--- config.mk ---
export PLATFORM = sky130hd
export DESIGN_NAME = lsu_dmem_if
export DESIGN_NICKNAME = d
export VERILOG_FILES = /design/src/rtl/lsu_dmem_if.sv
export SDC_FILE = /design/constraint.sdc
export NUM_CORES = 1
export LEC_CHECK = 0
export BUFFER_PORTS_ARGS = -buffer_cell sky130_fd_sc_hd__buf_2
export CAP_MARGIN = 20
export CORE_MARGIN = 5
export CORE_UTILIZATION = 53
export CTS_BUF_LIST = sky130_fd_sc_hd__clkbuf_4
export DETAILED_ROUTE_END_ITERATION = 10
export GPL_ROUTABILITY_DRIVEN = 0
export PLACE_DENSITY = 0.89
export SYNTH_ARGS = -nofsm -noshare
export SYNTH_HDL_FRONTEND = slang
export SYNTH_SLANG_ARGS = --single-unit
--- constraint.sdc ---
create_clock -name clk -period 2.11 [get_ports clk]
set_input_delay 0.1055 -clock clk [delete_from_list [all_inputs] [get_ports clk]]
set_output_delay 0.1055 -clock clk [all_outputs]
set_load 0.01 [all_outputs]
--- src/rtl/lsu_dmem_if.sv ---
// RV32I load/store unit: load align/extend, SW direct write, SB/SH as a stalled read-modify-write.
// Optional macro LSU_MISALIGN_TRAP_EN flags misaligned half/word accesses and suppresses them.
module lsu_dmem_if #(
  parameter int DATA  = 32,
  parameter int ADDR  = 32,
  parameter int WADDR = 8
) (
  input  logic             clk,
  input  logic             rst,
  input  logic             mem_read,
  input  logic             mem_write,
  input  logic [2:0]       funct3,
  input  logic [ADDR-1:0]  addr,
  input  logic [DATA-1:0]  wdata,
  output logic [DATA-1:0]  rdata,
  output logic             stall,
  output logic             misaligned,
  output logic [WADDR-1:0] dm_ra,
  input  logic [DATA-1:0]  dm_rd,
  output logic [WADDR-1:0] dm_wa,
  output logic [DATA-1:0]  dm_wd,
  output logic             dm_we
);

  typedef enum logic {IDLE, RMW} state_e;

  state_e           state_q, state_d;
  logic [WADDR-1:0] addr_q;
  logic [3:0]       be_q;
  logic [DATA-1:0]  data_q, old_q;

  logic [1:0] off;
  logic       f_b, f_h, f_w, f_bu, f_hu;
  logic       mis, sbsh_req, sw_req;
  logic [7:0]  ld_b;
  logic [15:0] ld_h;
  logic [3:0]  be_d;
  logic [DATA-1:0] rep_d, merged;
  logic        unused;

  assign unused = ^addr[ADDR-1:WADDR+2];
  assign dm_ra  = addr[WADDR+1:2];
  assign off    = addr[1:0];

  assign f_b  = (funct3 == 3'b000);
  assign f_h  = (funct3 == 3'b001);
  assign f_w  = (funct3 == 3'b010);
  assign f_bu = (funct3 == 3'b100);
  assign f_hu = (funct3 == 3'b101);

`ifdef LSU_MISALIGN_TRAP_EN
  assign mis = ~rst & ((mem_read  & (((f_h | f_hu) & off[0]) | (f_w & (off != 2'b00)))) |
                       (mem_write & ((f_h & off[0])          | (f_w & (off != 2'b00)))));
`else
  assign mis = 1'b0;
`endif
  assign misaligned = mis;

  assign sbsh_req = mem_write & (f_b | f_h) & ~mis;
  assign sw_req   = mem_write & f_w & ~mis;

  // Halfword selection uses off[1] only, so unaligned halfwords fall back to the aligned one.
  assign ld_b = dm_rd[{off, 3'b000} +: 8];
  assign ld_h = off[1] ? dm_rd[31:16] : dm_rd[15:0];

  always_comb begin
    rdata = '0;
    if (mem_read && !rst && !mis) begin
      if (f_b)       rdata = {{24{ld_b[7]}}, ld_b};
      else if (f_bu) rdata = {24'd0, ld_b};
      else if (f_h)  rdata = {{16{ld_h[15]}}, ld_h};
      else if (f_hu) rdata = {16'd0, ld_h};
      else if (f_w)  rdata = dm_rd;
    end
  end

  always_comb begin
    be_d  = f_b ? (4'b0001 << off) : (4'b0011 << {off[1], 1'b0});
    rep_d = f_b ? {4{wdata[7:0]}} : {2{wdata[15:0]}};
  end

  always_comb begin
    merged = old_q;
    for (int i = 0; i < 4; i++)
      if (be_q[i]) merged[8*i +: 8] = data_q[8*i +: 8];
  end

  always_comb begin
    state_d = state_q;
    case (state_q)
      IDLE: if (sbsh_req) state_d = RMW;
      RMW:  state_d = IDLE;
      default: state_d = IDLE;
    endcase
  end

  assign stall = ~rst & (state_q == IDLE) & sbsh_req;
  assign dm_we = ~rst & ((state_q == RMW) | ((state_q == IDLE) & sw_req));
  assign dm_wa = (state_q == RMW) ? addr_q : dm_ra;
  assign dm_wd = (state_q == RMW) ? merged : wdata;

  always_ff @(posedge clk) begin
    if (rst) begin
      state_q <= IDLE;
      addr_q  <= '0;
      be_q    <= '0;
      data_q  <= '0;
      old_q   <= '0;
    end else begin
      state_q <= state_d;
      if (state_q == IDLE && sbsh_req) begin
        addr_q <= dm_ra;
        be_q   <= be_d;
        data_q <= rep_d;
        old_q  <= dm_rd;
      end
    end
  end

endmodule
# --- After elaboration in Yosys (flattened, before gate mapping) ---
# Index checks and enable logic that the tools add are counted.
op_classes:
  n_mul: 0
  n_addsub: 0
  order_cmp: 0
  n_bitwise: 10
  n_reduce_logical: 4
  div_mod_pow: 0
  mux: 17
  eq_ne: 4
  n_shift: 3
ops:
  columns: ["op", "count"]
  rows:
  - ["2-to-1 mux 32 bit", 8]
  - ["2-to-1 mux 8 bit", 5]
  - ["variable part select 32 x 6 -> 8 bit", 1]
  - ["2-to-1 mux 16 bit", 1]
  - ["bitwise AND 1 bit", 6]
  - ["equality test 3 bit (second input constant)", 2]
  - ["2-to-1 mux 4 bit", 1]
  - ["left shift 1 x 2 -> 4 bit (first input constant)", 1]
  - ["left shift 2 x 2 -> 4 bit (first input constant)", 1]
  - ["equality test 3 x 1 -> 1 bit (second input constant)", 1]
  - ["equality test 3 x 2 -> 1 bit (second input constant)", 1]
  - ["zero test 3 bit", 1]
  - ["logical AND 1 bit", 2]
  - ["inverter 1 bit", 2]
  - ["OR 1 bit", 2]
  - ["one-hot mux 1 bit (2 select lines)", 1]
  - ["zero test 1 bit", 1]
  - ["2-to-1 mux 1 bit", 1]
word_totals:
  output_inout_bits: 83
  romBits: 0
  mem_bits_rw: 0
  register_bits: 77
  n_memories: 0
  latch_bits: 0
  word_cells: 43

# --- Depth between registers and ports, before layout ---
depth:
  word_depth: 7
  mapped_depth: 6
  ltp_nobuf: 3

# --- Worst setup path before layout ---
# Ideal clock, no wire load.
synth_timing:
  path_kind: "register -> output"
  from: "register state_q"
  to: "output dm_wa[5]"
  path_slack_ps: 670
  path_stages_with_launch: 4
  n_path_buf: 2
  t_arrival_ps: 1335
  cell_sequence: "dfxtp_1 buf_1 clkbuf_1 mux2_2"
synth_via:
  elab_chain_cells: 1
synth_lines:
  columns: ["item", "line", "text"]
  rows:
  - ["start: declaration", "27", "state_e state_q, state_d;"]
  - ["start signal: assignment", "110", "state_q <= state_d;"]
  - ["2-to-1 mux 8 bit", "99", "assign dm_wa = (state_q == RMW) ? addr_q : dm_ra;"]
  - ["end: declaration", "20", "output logic [WADDR-1:0] dm_wa,"]
# No other way between the ends.

# --- Worst setup path after layout ---
layout_timing:
  from: "register state_q"
  to: "output dm_wa[0]"
# The elaborated chain is that of the path after synthesis.

==> impl_metrics.toml <==
[drt]
drt_iter0_drc = 557
dr_wl_met3_um = 1480
vias = 5135
met1_length_um = 5430
wl_met2_um = 7460
dr.max_layer_used = "met4"
routedWlPerCell_um = 18.0
drtPass1Iterations = 7
drc = 0
totalWireLength_um = 15300
ant_nets = 0
viasPerCell = 6.03

[critical_path]
cp_cell_sequence = "buf_6, mux2_2, buf_2"
path_max_fanout = 73
crit_arrival_ps = 1830
crit_cells = 3
cp-end-kind = "primary output"
rr_worst_depth = 4
crit_type = "reg -> out"
rrSetupSlack_ps = 450
crit_family = "buffers and inverters"
critPathLaunchType = "flip-flop"
slowest_delay_ps = 430
cp_num_buf_inv = 2
crit_slowest_cell = "buf_6"
required_ps = 2000

[synthesis]
synthXorXnorAreaFrac_pct = 0
synth_cells = 566
synth_top_family_by_area = "compound AO/OA/AOI/OAI gates"
ys_warn_count = 0
yosysUniqueCellTypes = 40
synth_compound_area_share_pct = 25.0
syn_area_um2 = 4040
synthAdderAreaFrac_pct = 0
syn_nets = 669
syn_avg_cell_area_um2 = 7.14
synthSimpleGateAreaFrac_pct = 22.3
ys_seq_area_share_pct = 30.2
synth_edf_count = 0
async_flop_share_pct = 0
synth_seq_cells = 61
synthFlopType = "dfxtp_1"
synth.mux.area_fraction_pct = 14.5

[cells_and_area]
layout_commonest_cell = "buf_2"
instances_no_fill = 851
drive_gt1_share_pct = 27.8
final_nets = 849
layout_common_cells = "buf_2, nand2_1, a21oi_1"
fillCellCount = 522
syn_to_final_growth_pct = 36.1

[floorplan]
rows = 31
start_util_pct = 55.1
ios = 186
chipWidth_um = 97.3
die_y_um = 97.3
die-area_um2 = 9470
core_um2 = 7330

[sta]
slew_violations = 0
tns_ps = 0
setup_viol = 0
grt_setup_unrepaired = "false"
fmax_mhz = 517
tightest_slew_ps = 645
fin_crit_sh_pct = 91.7
relSlewSlack_pct = 57.0
worst_slack_ps = 176
final_hold_viol_count = 0
finClkSkew_ps = 9.38
period_needed_ps = 1930

[clock_network]
cts.sinks = 61
clk_pin_slew_ps = 90
cts_setup_buffers = 0
h-tree-depth = 3
cts_max_path_buffers = 2
cts_inserted_buffers = 9
insertion_delay_ps = 420
cts_tree = "yes"
cts-root-buf = "clkbuf_4"

[min_path]
min_path_type = "in -> reg"
whs_path_depth = 3

[pwr]
powerDensity_nw_per_um2 = 502
p_leak_nw = 2.30
ir_worst_vdd_v = 0.000518
total_power_w = 0.00276

[placement]
numPortBuffers = 162
place_inst = 777
place_worst_setup_slack_ps = 264
hpwl_um = 9730

[run_status]
status = "finished, final reports clean"

[global_routing]
grt_antenna_before_repair = 0
grt_usage_pct = 31.0
grt_pass1_wl_um = 24200
grt_pass1_vias = 4946
grt.overflow.total = 0
grt_max_degree = 74

[job]
maxCapViolCount = 0
==> report_power, final <==
group          leakage, nW  switching (W)  internal, W
clock network       0.0774       0.000426     0.000363
logic                 1.73       0.000409     0.000331
registers            0.497      0.0000371      0.00119
==> Yosys cell counts, types with 2 or more instances <==
library cell | instances | area [um2]
nand2_1 | 108 | 405
a21oi_1 | 92 | 460
dfxtp_1 | 61 | 1220
o21ai_0 | 56 | 280
mux2i_1 | 46 | 460
nor2_1 | 45 | 169
clkbuf_1 | 33 | 124
nor2b_1 | 20 | 125
buf_2 | 16 | 80.1
and3_1 | 14 | 87.6
buf_4 | 9 | 67.6
mux2_2 | 9 | 101
a311oi_1 | 8 | 70.1
o21a_1 | 5 | 37.5
o32ai_1 | 5 | 43.8
buf_1 | 4 | 15.0
inv_1 | 3 | 11.3
nand3_1 | 3 | 15.0
a211o_1 | 2 | 17.5
buf_6 | 2 | 22.5
nor3_1 | 2 | 10.0
nor3b_1 | 2 | 15.0
o22ai_1 | 2 | 12.5
o31a_1 | 2 | 17.5
or2_2 | 2 | 12.5
==> repair_timing <==
action / in CTS / in global routing
hold endpoints to repair: 56 / 0
hold buffers: 56 / 0
setup endpoints to repair: 0 / 8
resized for setup: 0 / 1
==> sequential cells by signal (all words and copies together) (netlist names) <==
register,count
addr_q,8
be_q,4
data_q,16
state_q,1
old_q,32
==> metal layers <==
layer | vias up | track usage [%]
met2 | 343 | 53.3
met3 | 123 | 8.90
li1 | 2328 | -
met5 | - | 0
met1 | 2341 | 33.9
met4 | 0 | 17.9
==> cell families after synthesis <==
kind of cell	Yosys count
and+or+nand+nor	202
buffers and inverters	67
AOI/OAI and AO/OA	179
muxes	56
other	1
DFF	61
==> cell type report <==
class | count | area [um2] | share of cell area, %
Antenna cell | 1 | 2.50 | 0.0455
Tap cell | 99 | 124 | 2.25
Sequential cell | 61 | 1220 | 22.2
Clock inverter | 6 | 53.8 | 0.979
Clock buffer | 10 | 75.1 | 1.37
Inverter | 3 | 11.3 | 0.205
Multi-Input combinational cell | 438 | 2510 | 45.6
Timing Repair Buffer | 233 | 1500 | 27.3
==> path summary, 6_finish.rpt <==
| check | startpoint | to |
|---|---|---|
| hold / removal | addr[0] | be_q[0]$_SDFFE_PP0P_ |
| setup reg to reg | state_q$_SDFF_PP0_ | addr_q[5]$_SDFFE_PP0P_ |
| hold reg to reg | addr_q[7]$_SDFFE_PP0P_ | addr_q[7]$_SDFFE_PP0P_ |
| setup / recovery | state_q$_SDFF_PP0_ | dm_wa[0] |
==> worst register-to-register path, cell delays in order (launching register included) <==
cell and delay [ps]:
dfxtp_2 360, or4b_4 680, buf_4 290, nand2_1 110, a21oi_1 90
==> through the flow <==
step                cell area (um2)  utilization, %  hold slack [ps]
floorplan                      4040               -              241
global placement               4790            65.4              362
detailed placement             4790            65.4              368
CTS                            5480            74.8             75.7
global route                   5490            74.9              101
finish                         5500            75.0              104
(Power assumes the default switching activity.)
